<file path="config.mk">
export PLATFORM = sky130hd
export DESIGN_NAME = clk_en_meter
export DESIGN_NICKNAME = d
export VERILOG_FILES = /design/src/rtl/clk_en_meter.sv
export SDC_FILE = /design/constraint.sdc
export NUM_CORES = 1
export LEC_CHECK = 0
export ABC_CLOCK_PERIOD_IN_PS = 2900
export BUFFER_PORTS_ARGS = -buffer_cell sky130_fd_sc_hd__buf_2
export CORE_ASPECT_RATIO = 1.1
export CORE_MARGIN = 10
export CORE_UTILIZATION = 34
export DETAILED_ROUTE_END_ITERATION = 12
export GPL_TIMING_DRIVEN = 0
export PLACE_DENSITY = 0.52
export SETUP_SLACK_MARGIN = 0.15
export SKIP_LAST_GASP = 1
export SYNTH_ARGS = -nofsm -noshare
export SYNTH_HDL_FRONTEND = slang
export SYNTH_SLANG_ARGS = --single-unit
</file>
<file path="constraint.sdc">
create_clock -name clk -period 2.9 [get_ports clk]
set_input_delay 0 -clock clk [delete_from_list [all_inputs] [get_ports clk]]
set_output_delay 0 -clock clk [all_outputs]
set_load 0.01 [all_outputs]
</file>
<file path="src/rtl/clk_en_meter.sv">
`default_nettype none
// ============================================================================
// Module   : clk_en_meter
// Purpose  : Measures the average rate of a clock-enable pulse train and
//            recovers the fractional freq value that produced it
//            (freq = pulses per INPUT_FREQ clk cycles). A measurement counts
//            en_in-high cycles over a window of INPUT_FREQ << WINDOW_SHIFT
//            cycles, rounds to nearest, saturates to FREQ_WIDTH bits and
//            reports the result with a one-cycle valid pulse.
// Option   : CLK_EN_METER_CONTINUOUS_EN - free-running back-to-back windows
//            starting on the first edge after reset; start is ignored.
// Revision : 1.0 - initial release
// ============================================================================
module clk_en_meter #(
  parameter int INPUT_FREQ   = 128,
  parameter int WINDOW_SHIFT = 4,
  parameter int FREQ_WIDTH   = 8
) (
  input  logic                  clk,
  input  logic                  rst,
  input  logic                  en_in,
  input  logic                  start,
  output logic                  busy,
  output logic                  valid,
  output logic [FREQ_WIDTH-1:0] freq,
  output logic                  overflow
);

  // --------------------------------------------------------------------------
  // Derived sizes
  // --------------------------------------------------------------------------
  localparam int W          = INPUT_FREQ << WINDOW_SHIFT;
  localparam int CNT_WIDTH  = $clog2(W + 1);
  // One spare bit so count + last sample + rounding half never wraps.
  localparam int SUM_WIDTH  = CNT_WIDTH + 1;
  // Comparison width wide enough for both the rounded sum and the
  // all-ones saturation limit plus one guard bit.
  localparam int CMP_WIDTH  = (SUM_WIDTH > FREQ_WIDTH + 1) ? SUM_WIDTH : FREQ_WIDTH + 1;

  localparam logic [CNT_WIDTH-1:0] WIN_LOAD = CNT_WIDTH'(W - 1);
  localparam logic [CNT_WIDTH-1:0] CNT_ONE  = CNT_WIDTH'(1);
  localparam logic [SUM_WIDTH-1:0] HALF_LSB = SUM_WIDTH'(1) << (WINDOW_SHIFT - 1);
  localparam logic [CMP_WIDTH-1:0] FREQ_MAX =
    {{(CMP_WIDTH - FREQ_WIDTH){1'b0}}, {FREQ_WIDTH{1'b1}}};

  // --------------------------------------------------------------------------
  // Elaboration-time parameter sanity
  // --------------------------------------------------------------------------
  if (INPUT_FREQ < 1) begin : g_bad_input_freq
    $error("clk_en_meter: INPUT_FREQ must be >= 1");
  end
  if (WINDOW_SHIFT < 1) begin : g_bad_window_shift
    $error("clk_en_meter: WINDOW_SHIFT must be >= 1");
  end
  if (FREQ_WIDTH < 1) begin : g_bad_freq_width
    $error("clk_en_meter: FREQ_WIDTH must be >= 1");
  end

  // --------------------------------------------------------------------------
  // State and datapath signals
  // --------------------------------------------------------------------------
  typedef enum logic [0:0] {
    IDLE    = 1'b0,
    MEASURE = 1'b1
  } state_t;

  state_t                 state;
  state_t                 state_nxt;
  logic [CNT_WIDTH-1:0]   win_cnt;
  logic [CNT_WIDTH-1:0]   pulse_cnt;
  logic                   load_window;
  logic                   window_done;

  logic [SUM_WIDTH-1:0]   final_cnt;
  logic [SUM_WIDTH-1:0]   rounded_sum;
  logic [SUM_WIDTH-1:0]   rounded;
  logic [CMP_WIDTH-1:0]   rounded_ext;
  logic                   saturate;

`ifdef CLK_EN_METER_CONTINUOUS_EN
  // Free-running mode never looks at start.
  logic unused_start;
  assign unused_start = start;
`endif

  // --------------------------------------------------------------------------
  // Result arithmetic: the final sample is folded in combinationally so the
  // window really covers W samples, then round-to-nearest and saturate.
  // --------------------------------------------------------------------------
  assign final_cnt   = {1'b0, pulse_cnt} + {{CNT_WIDTH{1'b0}}, en_in};
  assign rounded_sum = final_cnt + HALF_LSB;
  assign rounded     = rounded_sum >> WINDOW_SHIFT;
  assign rounded_ext = CMP_WIDTH'(rounded);
  assign saturate    = (rounded_ext > FREQ_MAX);

  // State register
  always_ff @(posedge clk or posedge rst) begin
    if (rst) begin
      state <= IDLE;
    end else begin
      state <= state_nxt;
    end
  end

  // Next-state logic: window start on request (or immediately when
  // free-running), window end when the down-counter reaches zero.
  always_comb begin
    state_nxt   = state;
    load_window = 1'b0;
    window_done = 1'b0;
    case (state)
      IDLE: begin
`ifdef CLK_EN_METER_CONTINUOUS_EN
        state_nxt   = MEASURE;
        load_window = 1'b1;
`else
        if (start) begin
          state_nxt   = MEASURE;
          load_window = 1'b1;
        end
`endif
      end
      MEASURE: begin
        if (win_cnt == '0) begin
          window_done = 1'b1;
`ifdef CLK_EN_METER_CONTINUOUS_EN
          load_window = 1'b1;
`else
          state_nxt   = IDLE;
`endif
        end
      end
      default: begin
        state_nxt = IDLE;
      end
    endcase
  end

  // Window down-counter and pulse accumulator
  always_ff @(posedge clk or posedge rst) begin
    if (rst) begin
      win_cnt   <= '0;
      pulse_cnt <= '0;
    end else if (load_window) begin
      win_cnt   <= WIN_LOAD;
      pulse_cnt <= '0;
    end else if ((state == MEASURE) && !window_done) begin
      win_cnt   <= win_cnt - CNT_ONE;
      pulse_cnt <= pulse_cnt + {{(CNT_WIDTH - 1){1'b0}}, en_in};
    end
  end

  // busy mirrors the registered state
  always_ff @(posedge clk or posedge rst) begin
    if (rst) begin
      busy <= 1'b0;
    end else begin
      busy <= (state_nxt == MEASURE);
    end
  end

  // Result capture on the last window edge; held until the next result
  always_ff @(posedge clk or posedge rst) begin
    if (rst) begin
      valid    <= 1'b0;
      freq     <= '0;
      overflow <= 1'b0;
    end else begin
      valid <= window_done;
      if (window_done) begin
        if (saturate) begin
          freq     <= '1;
          overflow <= 1'b1;
        end else begin
          freq     <= rounded_ext[FREQ_WIDTH-1:0];
          overflow <= 1'b0;
        end
      end
    end
  end

endmodule
`default_nettype wire
</file>
==> run_results.csv <==
group,metric,value,unit
outcome,status,"completed",
die,die-area,8810,um2
route,drtPass1Iterations,4,
cells_and_area,n_fill_cell,573,
die,std_cell_rows,28,
synthesis,yosysTopAreaCellShare,0.472,
cells_and_area,final_util,0.403,
route,via_count,1472,
die,coreArea,5330,um2
route,ant_nets,0,
route,drt_iter0_drc,60,
timing,relSlewSlack,0.504,
timing,fin_ws,0.606,ns
pwr,ir_drop,0.248,mV
timing,hold_slack,0.0522,ns
setup_path,worstRegToRegCells,7,
cells_and_area,final_common_cell,"dfrtp_1",
global_route,grt_first_pass_wirelength,7.10,mm
cells_and_area,nets,219,
setup_path,worst_setup_path_end_kind,"register",
place,dp_hpwl,2.89,mm
cts,cts-root-buf,"clkbuf_8",
timing,slew_violations,0,
synthesis,synth_mux_area_frac,0.0493,
setup_path,path_class,"reg2reg",
synthesis,syn-num-nets,197,
cells_and_area,final_cell_mix,"dfrtp_1, nand2_1, buf_2",
global_route,overflow,0,
cts,cts_buffers,5,
cts,cts_tree,"done",
route,via_per_inst,5.13,
timing,timing.fmax,436,MHz
synthesis,seq_area_frac_synth,0.472,
pwr,p_leak,0.948,nW
min_path,hold_path_startpoint,"en_in",
min_path,hp-class,"in2reg",
synthesis,synth-seq-cells,35,
synthesis,netlist_top_cells_area,"dfrtp_1, nand2_1, mux2i_1, nand3_1, ha_1",
synthesis,avgSynthCellArea,9.81,um2
die,die_y,97.5,um
synthesis,yosys.area_share.simple,0.210,
place,post-place-ws,0.613,ns
die,ios,15,
setup_path,cp-startpoint,"win_cnt[0]",
global_route,grt_max_degree,36,
synthesis,synth_compound_area_frac,0.178,
setup_path,rr_startpoint,"win_cnt[0]",
pwr,power,1.48,mW
timing,hold_viol_final,0,
setup_path,crit_arrival,2.49,ns
setup_path,cp_max_fo,10,
cts,h-tree-depth,2,
timing,worst_pin_slew,0.743,ns
synthesis,synth_top_area_cell,"dfrtp_1",
timing,period_minus_slack,2.29,ns
setup_path,rrSetupSlack,0.61,ns
synthesis,netlist_area,1850,um2
cells_and_area,drive_above_1_share,0.151,
cts,cts_resized,0,
cts,cts.sinks,35,
synthesis,synthAdderAreaFrac,0.0270,
cells_and_area,area_growth,15.7,%
synthesis,synth_edf_count,0,
pwr,p_per_area,690,nW/um2
timing,grt_setup_unrepaired,"no",
cells_and_area,multiInputGateArea,913,um2
synthesis,postSynth.asyncResetShare,1.00,
synthesis,synthCells,189,
setup_path,critPathRequiredTime,3.10,ns
die,start_util,0.348,
place,port_buffers,14,
place,gp_congestion,0.722,
min_path,worstHoldPathCells,4,
die,die_width,90.4,um
synthesis,synth_xor_area_frac,0.0283,
route,wl_per_cell,14.4,um
timing,finClkSkew,0.00875,ns
synthesis,ys.flop_type,"dfrtp_1",
cells_and_area,seq_area,876,um2
synthesis,ys_types,47,
route,routed_wl,4.14,mm
setup_path,cp-start-kind,"register",
synthesis,yosys_warnings,0,
min_path,min_delay_worst_endpoint,"pulse_cnt[0]",
cts,clkLatencyLatePin,0.29,ns
global_route,grt_pass1_vias,1435,
synthesis,synth_top_family_by_area,"simple AND/OR/NAND/NOR gates",
setup_path,regToRegEndpoint,"pulse_cnt[4]",
run,max_cap_viol_count,0,
timing,setup_viol,0,
timing,period_share,0.791,
cts,cts_buffer_depth,2,
cts,path_clk_slew,0.07,ns
global_route,grt_antenna_before_repair,0,
timing,finalSetupTns,0,ns
route,drc,0,
global_route,grtUsageTotal,0.0963,
cells_and_area,diodes,0,
critical path, cell delays in order, from the launching register on:
cell and delay, ns:
dfrtp_1 0.41, inv_1 0.07, ha_1 0.21, or4b_4 0.51
o41ai_2 0.52, buf_4 0.28, o211ai_1 0.11, o31ai_1 0.10
kinds of logic (layout without fill, tap and decap cells):
kind of cell / Yosys count / count (layout)
adders and majority gates: 4 / 4
buffers and inverters: 16 / 39
DFF: 35 / 35
muxes: 9 / 9
xor gates and xnor gates: 6 / 6
and+or+nand+nor: 73 / 73
AOI/OAI and AO/OA: 46 / 46
synth_stat cells (all sizes together), types with 3 or more instances:
| library cell | n |
|---|---|
| nand4 | 7 |
| ha | 4 |
| xor2 | 3 |
| dfrtp | 35 |
| inv | 8 |
| a31oi | 3 |
| a2bb2oi | 5 |
| clkbuf | 6 |
| nor3 | 3 |
| nand2 | 24 |
| o21ai | 9 |
| mux2i | 8 |
| nor2 | 10 |
| xnor2 | 3 |
| a21oi | 10 |
| a22o | 3 |
| o31ai | 3 |
| nand3 | 11 |
layer usage:
| layer | wire length, um | global-route usage | vias up |
|---|---|---|---|
| met5 | 0 | 0 | - |
| met4 | 59 | 0.0368 | 0 |
| met3 | 153 | 0.0247 | 4 |
| met2 | 2010 | 0.159 | 18 |
| met1 | 1920 | 0.117 | 710 |
| li1 | - | - | 740 |
how the worst max path moves through the flow:
| stage | end | slack [ns] | cells after the start |
|---|---|---|---|
| 3_5_place_dp | pulse_cnt[4] | 0.61 | 7 |
| 5_1_grt | pulse_cnt[4] | 0.42 | 7 |
| 6_report | pulse_cnt[4] | 0.61 | 7 |
| 3_3_place_gp | pulse_cnt[4] | 0.62 | 7 |
| 2_1_floorplan | win_cnt[2] | 0.88 | 7 |
| 4_1_cts | pulse_cnt[4] | 0.59 | 7 |
through the flow:
step	instances	cell area [um2]
finish	287	2150
global route	287	2150
CTS	287	2150
detailed placement	278	2020
global placement	278	2020
floorplan	189	1850
area by class of cell:
type,instances,share of cell area
multi-input cells,138,0.426
flip-flops and latches,35,0.408
clock buffers,6,0.0385
plain buffers,8,0.0163
clock inverters,2,0.0163
repair buffers,15,0.0373
inverters,8,0.0140
well taps,75,0.0437
sequential cells by signal, indices dropped and copies added, names as in the netlist:
register,flops
pulse_cnt,12
overflow,1
busy,1
freq,8
valid,1
win_cnt,12
where the power goes:
part / switching [mW] / internal (mW)
clock: 0.186 / 0.278
sequential: 0.101 / 0.580
combinational: 0.202 / 0.133
total: 0.488 / 0.991
timing repair:
action,in CTS,in global routing
hold endpoints to repair,35,0
hold buffers,1,0
setup buffers,0,0
Power figures use the tool's default switching activity.
